==> src/rtl/eq_pkg.sv <==
// eq_pkg: pot index and scan state enums, A2D channel map, index helpers
package eq_pkg;

  typedef enum logic [2:0] {
    IDX_LP,
    IDX_B1,
    IDX_B2,
    IDX_B3,
    IDX_HP,
    IDX_VOL
  } pot_idx_e;

  typedef enum logic [1:0] {
    GAP,
    START,
    WAIT,
    UPDATE
  } scan_state_e;

  localparam int NUM_POTS = 6;

  localparam logic [2:0] CH_LP  = 3'd1;
  localparam logic [2:0] CH_B1  = 3'd0;
  localparam logic [2:0] CH_B2  = 3'd4;
  localparam logic [2:0] CH_B3  = 3'd2;
  localparam logic [2:0] CH_HP  = 3'd3;
  localparam logic [2:0] CH_VOL = 3'd7;

  function automatic logic [2:0] chan_of(pot_idx_e idx);
    return idx == IDX_LP ? CH_LP :
           idx == IDX_B1 ? CH_B1 :
           idx == IDX_B2 ? CH_B2 :
           idx == IDX_B3 ? CH_B3 :
           idx == IDX_HP ? CH_HP : CH_VOL;
  endfunction

  function automatic pot_idx_e next_idx(pot_idx_e idx);
    return idx == IDX_VOL ? IDX_LP : pot_idx_e'(idx + 3'd1);
  endfunction

endpackage

==> src/rtl/pot_scan_sequencer_if.sv <==
// pot_scan_sequencer_if: conversion handshake between the scan sequencer and the A2D SPI front end
interface pot_scan_sequencer_if;
  logic        strt_cnv;
  logic [2:0]  chnnl;
  logic        cnv_cmplt;
  logic [11:0] res;
  modport master (output strt_cnv, chnnl, input cnv_cmplt, res);
  modport slave  (input strt_cnv, chnnl, output cnv_cmplt, res);
endinterface

==> src/rtl/pot_scan_sequencer_timer.sv <==
// pot_scan_timer: loadable down-counter with hold and zero flag, shared by gap and timeout timing
module pot_scan_timer #(
  parameter int           W       = 13,
  parameter logic [W-1:0] RST_VAL = '0
) (
  input  logic         clk,
  input  logic         rst_n,
  input  logic         load_i,
  input  logic [W-1:0] load_val_i,
  input  logic         en_i,
  output logic         zero_o
);
  logic [W-1:0] cnt_q, cnt_d;
  assign zero_o = cnt_q == '0;
  // load has priority; otherwise count down while enabled, parking at zero
  always_comb cnt_d = load_i ? load_val_i : (en_i && !zero_o) ? cnt_q - W'(1) : cnt_q;
  // count register, preset so the first gap after reset is a full one
  always_ff @(posedge clk or negedge rst_n)
    if (!rst_n) cnt_q <= RST_VAL;
    else cnt_q <= cnt_d;
endmodule

==> src/rtl/pot_scan_sequencer.sv <==
// pot_scan_sequencer: round-robin A2D scan of six EQ pots; POT_SMOOTH_EN enables averaging of new samples with the held value
module pot_scan_sequencer
  import eq_pkg::*;
#(
  parameter int SCAN_GAP = 1024,
  parameter int TIMEOUT  = 4096
) (
  input  logic                 clk,
  input  logic                 rst_n,
  pot_scan_sequencer_if.master a2d,
  input  logic                 freeze,
  output logic [11:0]          POT_LP,
  output logic [11:0]          POT_B1,
  output logic [11:0]          POT_B2,
  output logic [11:0]          POT_B3,
  output logic [11:0]          POT_HP,
  output logic [11:0]          POT_VOL,
  output logic                 pots_vld,
  output logic                 sweep_done,
  output logic                 cnv_err
);
  localparam int TW = $clog2(SCAN_GAP > TIMEOUT ? SCAN_GAP : TIMEOUT) + 1;
  localparam logic [TW-1:0] GAP_LD = TW'(SCAN_GAP - 1);
  localparam logic [TW-1:0] TO_LD  = TW'(TIMEOUT - 1);

  scan_state_e         state_q, state_d;
  pot_idx_e            idx_q, idx_d;
  logic [11:0]         res_q, res_d, wr_val;
  logic [11:0]         pot_q [NUM_POTS];
  logic [11:0]         pot_d [NUM_POTS];
  logic [NUM_POTS-1:0] seen_q, seen_d;
  logic                pots_vld_q, pots_vld_d;
  logic                tmr_load, tmr_en, tmr_zero, timeout, upd, adv;
  logic [TW-1:0]       tmr_val;

  pot_scan_timer #(.W(TW), .RST_VAL(GAP_LD)) u_timer (
    .clk        (clk),
    .rst_n      (rst_n),
    .load_i     (tmr_load),
    .load_val_i (tmr_val),
    .en_i       (tmr_en),
    .zero_o     (tmr_zero)
  );

  // scan FSM: gap countdown (held by freeze), one-cycle start, bounded wait, one-cycle update
  always_comb begin
    state_d  = state_q;
    tmr_load = 1'b0;
    tmr_val  = GAP_LD;
    tmr_en   = 1'b0;
    timeout  = 1'b0;
    unique case (state_q)
      GAP: begin
        tmr_en = !freeze;
        if (tmr_zero && !freeze) state_d = START;
      end
      START: begin
        tmr_load = 1'b1;
        tmr_val  = TO_LD;
        state_d  = WAIT;
      end
      WAIT: begin
        tmr_en = 1'b1;
        if (a2d.cnv_cmplt) state_d = UPDATE;
        else if (tmr_zero) begin
          timeout  = 1'b1;
          tmr_load = 1'b1;
          state_d  = GAP;
        end
      end
      UPDATE: begin
        tmr_load = 1'b1;
        state_d  = GAP;
      end
      default: state_d = GAP;
    endcase
  end

  // FSM state register
  always_ff @(posedge clk or negedge rst_n)
    if (!rst_n) state_q <= GAP;
    else state_q <= state_d;

  assign upd = state_q == UPDATE;
  assign adv = upd || timeout;

`ifdef POT_SMOOTH_EN
  assign wr_val = pots_vld_q ? 12'(({1'b0, pot_q[idx_q]} + {1'b0, res_q} + 13'd1) >> 1) : res_q;
`else
  assign wr_val = res_q;
`endif

  // datapath next state: result capture, pot write, index advance, coverage of converted pots
  always_comb begin
    idx_d      = adv ? next_idx(idx_q) : idx_q;
    res_d      = (state_q == WAIT && a2d.cnv_cmplt) ? a2d.res : res_q;
    seen_d     = upd ? seen_q | (NUM_POTS'(1) << idx_q) : seen_q;
    pots_vld_d = pots_vld_q || (upd && idx_q == IDX_VOL && &seen_d);
    pot_d      = pot_q;
    if (upd) pot_d[idx_q] = wr_val;
  end

  // datapath registers
  always_ff @(posedge clk or negedge rst_n)
    if (!rst_n) begin
      idx_q      <= IDX_LP;
      res_q      <= '0;
      seen_q     <= '0;
      pots_vld_q <= 1'b0;
      pot_q      <= '{default: '0};
    end else begin
      idx_q      <= idx_d;
      res_q      <= res_d;
      seen_q     <= seen_d;
      pots_vld_q <= pots_vld_d;
      pot_q      <= pot_d;
    end

  assign a2d.strt_cnv = state_q == START;
  assign a2d.chnnl    = chan_of(idx_q);
  assign sweep_done   = adv && idx_q == IDX_VOL;
  assign cnv_err      = timeout;
  assign pots_vld     = pots_vld_q;
  assign POT_LP       = pot_q[IDX_LP];
  assign POT_B1       = pot_q[IDX_B1];
  assign POT_B2       = pot_q[IDX_B2];
  assign POT_B3       = pot_q[IDX_B3];
  assign POT_HP       = pot_q[IDX_HP];
  assign POT_VOL      = pot_q[IDX_VOL];
endmodule

==> src/flat_wrapper.sv <==
// flat-port wrapper written by rule: the top's interface ports become plain ports
module pot_scan_sequencer_flat import eq_pkg::*;
#(
  parameter int SCAN_GAP = 1024,
  parameter int TIMEOUT  = 4096
)
  (clk, rst_n, freeze, POT_LP, POT_B1, POT_B2, POT_B3, POT_HP, POT_VOL, pots_vld, sweep_done, cnv_err, a2d_strt_cnv, a2d_chnnl, a2d_cnv_cmplt, a2d_res);
  pot_scan_sequencer_if a2d_i ();
  input  logic clk;
  input  logic rst_n;
  input  logic freeze;
  output logic [11:0] POT_LP;
  output logic [11:0] POT_B1;
  output logic [11:0] POT_B2;
  output logic [11:0] POT_B3;
  output logic [11:0] POT_HP;
  output logic [11:0] POT_VOL;
  output logic pots_vld;
  output logic sweep_done;
  output logic cnv_err;
  output wire logic [$bits(a2d_i.strt_cnv)-1:0] a2d_strt_cnv;
  output wire logic [$bits(a2d_i.chnnl)-1:0] a2d_chnnl;
  input wire logic [$bits(a2d_i.cnv_cmplt)-1:0] a2d_cnv_cmplt;
  input wire logic [$bits(a2d_i.res)-1:0] a2d_res;
  assign a2d_strt_cnv = a2d_i.strt_cnv;
  assign a2d_chnnl = a2d_i.chnnl;
  assign a2d_i.cnv_cmplt = a2d_cnv_cmplt;
  assign a2d_i.res = a2d_res;
  pot_scan_sequencer #(.SCAN_GAP(SCAN_GAP), .TIMEOUT(TIMEOUT)) u_core (.clk(clk), .rst_n(rst_n), .a2d(a2d_i), .freeze(freeze), .POT_LP(POT_LP), .POT_B1(POT_B1), .POT_B2(POT_B2), .POT_B3(POT_B3), .POT_HP(POT_HP), .POT_VOL(POT_VOL), .pots_vld(pots_vld), .sweep_done(sweep_done), .cnv_err(cnv_err));
endmodule
==> config.mk <==
export PLATFORM = sky130hd
export DESIGN_NAME = pot_scan_sequencer_flat
export DESIGN_NICKNAME = d
export VERILOG_FILES = /design/src/rtl/eq_pkg.sv /design/src/rtl/pot_scan_sequencer_if.sv /design/src/rtl/pot_scan_sequencer_timer.sv /design/src/rtl/pot_scan_sequencer.sv /design/src/flat_wrapper.sv
export SDC_FILE = /design/constraint.sdc
export NUM_CORES = 1
export LEC_CHECK = 0
export BUFFER_PORTS_ARGS = -buffer_cell sky130_fd_sc_hd__buf_2
export CORE_UTILIZATION = 45
export CTS_CLUSTER_DIAMETER = 50
export DETAILED_ROUTE_END_ITERATION = 12
export PLACE_DENSITY_LB_ADDON = 0.2
export REMOVE_ABC_BUFFERS = 1
export SLEW_MARGIN = 25
export SYNTH_ARGS = -nofsm -noshare
export SYNTH_HDL_FRONTEND = slang
export SYNTH_SLANG_ARGS = --single-unit
==> constraint.sdc <==
create_clock -name clk -period 2.28 [get_ports clk]
set_input_delay 0.114 -clock clk [delete_from_list [all_inputs] [get_ports clk]]
set_output_delay 0.114 -clock clk [all_outputs]
set_load 0.02 [all_outputs]
==> results_tabular.tex <==
\begin{tabular}{lr}
\hline
Metric & Value \\
\hline
\multicolumn{2}{l}{\textbf{Outcome}} \\
\quad Run status & finished, final reports clean \\
\multicolumn{2}{l}{\textbf{Pwr}} \\
\quad Total power draw & 6950 uW \\
\quad Power per cell area & 1270 nW/um\^{}2 \\
\quad Register share of total power & 0.464 \\
\quad Switching Power & 2660 uW \\
\quad Share of total power in the clock network & 0.160 \\
\quad Share of total power consumed by net switching & 0.383 \\
\quad Worst VDD drop & 0.000627 V \\
\quad Static leakage & 0.00274 uW \\
\quad Pint & 4280 uW \\
\quad Combinational group share of total power & 0.376 \\
\multicolumn{2}{l}{\textbf{Cells and area}} \\
\quad Layout Area Growth over Synthesis & 24.5\% \\
\quad Most frequent cells in the layout & sky130\_fd\_sc\_hd\_\_dfrtp\_1, sky130\_fd\_sc\_hd\_\_buf\_2, sky130\_fd\_sc\_hd\_\_mux2\_2, sky130\_fd\_sc\_hd\_\_buf\_4, sky130\_fd\_sc\_hd\_\_nand2\_1 \\
\quad Layout filler cell count & 798 \\
\quad Inserted Diodes & 0 \\
\quad Layout cells sized above 1 & 0.533 \\
\quad Number of nets at the end of the flow & 455 \\
\quad Most frequent standard cell in the layout excluding fill and tap cells & sky130\_fd\_sc\_hd\_\_dfrtp\_1 \\
\multicolumn{2}{l}{\textbf{Timing}} \\
\quad Setup repair after global routing missed its margin & true \\
\quad Least-Margin Pin Slew & 591 ps \\
\quad Crit path setup slack, layout & 28.8 ps \\
\quad Setup skew after layout & 12.7 ps \\
\quad Final critical delay including setup and external delays & 2250 ps \\
\quad Setup-violating endpoint count in the final report & 0 \\
\quad Final Hold Slack & 90.2 ps \\
\quad Number of endpoints with negative hold slack in the final report & 0 \\
\quad Crit share post-route & 0.987 \\
\quad Remaining max-slew budget at the tightest pin & 0.606 \\
\quad Pins Over Slew Limit & 0 \\
\quad Upper clock frequency limit & 444 MHz \\
\multicolumn{2}{l}{\textbf{Logic synthesis}} \\
\quad Avg Inst Size Synth & 14.1 sq um \\
\quad Fraction of the yosys area taken by sequential cells & 0.617 \\
\quad Flip-flop and latch count after synthesis & 108 \\
\quad Count of different cell masters after synthesis & 44 \\
\quad Number of warning messages in the yosys log & 0 \\
\quad Mapped cell area & 4400 sq um \\
\quad Post-synthesis instance total & 311 \\
\multicolumn{2}{l}{\textbf{Worst setup path}} \\
\quad Worst R2R Setup Slack & 40 ps \\
\quad Max Fanout on Critical Path & 4 \\
\quad CP cell instances & inv\_2 -> ha\_1 -> or4b\_4 -> nor4\_4 -> or2\_4 -> nand2\_2 -> nor2\_2 -> buf\_6 \\
\quad Maximum single-stage delay on the critical path & 490 ps \\
\quad Endpoint required time on the critical path & 2170 ps \\
\quad Worst Setup Start Kind & register \\
\quad R2R Path End & u\_core.idx\_q[1] \\
\quad Instance count on the critical path & 8 \\
\quad Beginning of the critical path & u\_core.u\_timer.cnt\_q[0] \\
\quad Top delay family on crit path & simple AND/OR/NAND/NOR gates \\
\quad Kind of end point of the critical path & output port \\
\quad Crit Path Category & register to output port \\
\quad Sum of buffers and inverters on the critical path & 2 \\
\quad Critical R2R Launch & u\_core.u\_timer.cnt\_q[0] \\
\quad R2R cell count & 9 \\
\quad Slowest-stage cell, CP & sky130\_fd\_sc\_hd\_\_or4b\_4 \\
\quad CP Data Arrival Time & 2140 ps \\
\quad Critical Path End & sweep\_done \\
\multicolumn{2}{l}{\textbf{CTS}} \\
\quad Clock tree from TritonCTS & yes \\
\quad Clock root buffer & sky130\_fd\_sc\_hd\_\_clkbuf\_8 \\
\quad Clock buffer count from CTS & 9 \\
\quad Maximum level of the CTS H-tree & 3 \\
\quad Register clock-pin slew on the reported worst setup and hold paths & 100 ps \\
\quad Clock latency at the later pin of the worst-skew pair & 360 ps \\
\quad TritonCTS sink count & 108 \\
\quad Number of buffers on the longest clock path & 2 \\
\multicolumn{2}{l}{\textbf{Route}} \\
\quad Overall routed net length & 9220 um \\
\quad Number of vias per cell after detailed routing & 5.02 \\
\quad Post-detailed-route count of antenna-violating nets & 0 \\
\quad DRC violations left & 0 \\
\quad First-pass iteration count of the detailed router & 4 \\
\quad First-iteration detailed-routing DRC count & 98 \\
\quad Via count & 2859 \\
\quad Routed wirelength normalized by instance count & 16.2 um \\
\multicolumn{2}{l}{\textbf{Placed design}} \\
\quad IO Port Bufs & 94 \\
\quad GPL Wtd Cong & 0.833 \\
\quad Worst slack after detailed placement & 55.4 ps \\
\quad Total half-perimeter wirelength after legalization and detailed placement & 6360 um \\
\multicolumn{2}{l}{\textbf{Min path}} \\
\quad Worst min-delay path category & primary input to register \\
\multicolumn{2}{l}{\textbf{Global route}} \\
\quad Number of antenna violations at the first check in global routing & 0 \\
\quad GRT Resource Usage Total & 0.195 \\
\quad Number of global-route vias before repair & 2894 \\
\quad Overflow after GRT & 0 \\
\quad Largest net degree at the start of global routing & 65 \\
\quad First-pass GRT wire length & 14900 um \\
\multicolumn{2}{l}{\textbf{Floorplanning}} \\
\quad Core Rows & 35 \\
\quad Initial core utilization & 0.469 \\
\quad Die height & 101 um \\
\quad Overall die width & 101 um \\
\quad Number of placed I/O pins & 95 \\
\quad Core area & 9370 sq um \\
\quad Die ar. & 10200 sq um \\
\multicolumn{2}{l}{\textbf{Flow run}} \\
\quad Max-Cap Viols & 0 \\
\hline
\end{tabular}
-- worst reg2reg max path: stages, from the launching register on --
cell	delay, ps
sky130_fd_sc_hd__dfstp_2	400
sky130_fd_sc_hd__inv_2	70
sky130_fd_sc_hd__ha_1	160
sky130_fd_sc_hd__or4b_4	490
sky130_fd_sc_hd__nor4_4	170
sky130_fd_sc_hd__or2_4	170
sky130_fd_sc_hd__buf_4	90
sky130_fd_sc_hd__buf_4	110
sky130_fd_sc_hd__and3_1	160
sky130_fd_sc_hd__mux2_1	310
-- state kept, by name, summed over array words and instances, names as in the netlist --
| register | flops |
|---|---|
| u_core.POT_VOL | 12 |
| u_core.res_q | 12 |
| u_core.POT_LP | 12 |
| u_core.state_q | 2 |
| u_core.idx_q | 3 |
| u_core.seen_q | 5 |
| u_core.POT_B2 | 12 |
| u_core.POT_B3 | 12 |
| u_core.u_timer.cnt_q | 13 |
| u_core.POT_B1 | 12 |
| u_core.POT_HP | 12 |
| u_core.pots_vld | 1 |
-- through the flow --
| step | instance area, sq um | instances | util | setup TNS, ps |
|---|---|---|---|---|
| CTS | 5460 | 569 | 0.583 | 0 |
| global placement | 5100 | 537 | 0.545 | 0 |
| detailed placement | 5100 | 537 | 0.545 | 0 |
| floorplan | 4340 | 299 | - | 0 |
| global route | 5480 | 570 | 0.585 | -115 |
| finish | 5480 | 570 | 0.585 | 0 |
-- power groups by stage --
| stage | registers (uW) | clock network [uW] | logic (uW) |
|---|---|---|---|
| floorplan | 3780 | 0 | 1060 |
| global placement | 3230 | 0 | 2560 |
| detailed placement | 3260 | 0 | 2600 |
| CTS | 3230 | 1150 | 2640 |
| global route | 3350 | 1230 | 2810 |
| finish | 3220 | 1110 | 2610 |
-- layer usage --
layer	GRT usage	vias to the layer above	share of wire
met3	0.0409	8	0.044
met5	0	-	0
met1	0.276	1430	0.46
li1	-	1359	-
met2	0.301	62	0.48
met4	0.0691	0	0.0094
-- synth_stat cells (all sizes together) --
cell | n | area [sq um]
a21oi | 6 | 30.0
a31o | 1 | 8.76
a41oi | 1 | 8.76
and3 | 3 | 18.8
buf | 6 | 32.5
clkbuf | 6 | 22.5
dfrtp | 98 | 2450
dfstp | 10 | 263
ha | 3 | 37.5
inv | 5 | 18.8
mux2 | 86 | 972
mux2i | 1 | 10.0
nand2 | 16 | 62.6
nand2b | 7 | 43.8
nand3 | 3 | 15.0
nand3b | 2 | 15.0
nand4 | 2 | 12.5
nand4b | 1 | 8.76
nor2 | 12 | 45.0
nor2b | 2 | 12.5
nor3 | 5 | 25.0
nor3b | 1 | 7.51
nor4 | 5 | 46.3
nor4b | 2 | 17.5
o211ai | 1 | 7.51
o21ai | 6 | 30.0
o21bai | 1 | 7.51
o22a | 1 | 8.76
o311ai | 1 | 16.3
o31a | 1 | 8.76
o41ai | 1 | 8.76
or2 | 3 | 21.3
or3 | 1 | 6.26
or4 | 3 | 22.5
or4b | 1 | 13.8
xnor2 | 4 | 35.0
xor2 | 3 | 26.3
-- timing repair --
item | in CTS | in global routing
pin swaps | 2 | 1
hold buffers | 14 | 0
endpoints found under the setup margin | 1 | 2
endpoints found under the hold margin | 53 | 0
resized for setup | 4 | 2
setup buffers | 2 | 1
-- how the worst min path moves through the flow --
stage,to,depth (start not counted),startpoint,slack (ps)
after floorplan,u_core.POT_B1[0],0,rst_n,-180
after global placement,u_core.u_timer.cnt_q[10],1,rst_n,160
after detailed placement,u_core.u_timer.cnt_q[10],1,rst_n,160
after CTS,u_core.state_q[1],3,a2d_cnv_cmplt,70
after global routing,u_core.state_q[1],3,a2d_cnv_cmplt,120
final,u_core.state_q[1],3,a2d_cnv_cmplt,90
-- kinds of logic (layout without fill, tap and decap cells) --
kind of cell             after synthesis  count (layout)  share of synthesized area
AO/OA/AOI/OAI                         20              20                     0.0307
XOR/XNOR                               7               7                     0.0139
adder cells (fa/ha/maj)                3               3                    0.00853
buffers and inverters                 17             147                     0.0168
flip-flops                           108             108                      0.617
multiplexers                          87              87                      0.223
AND/OR/NAND/NOR                       69              69                     0.0896
-- cell type report --
type	instances	area, sq um	area share
flip-flops and latches	108	2720	0.496
clock buffers	10	138	0.0251
multi-input cells	186	1620	0.296
well taps	129	161	0.0295
inverters	5	18.8	0.00343
repair buffers	126	767	0.140
clock inverters	6	55.1	0.0101
Note: power is estimated with default switching activity, not from simulation.
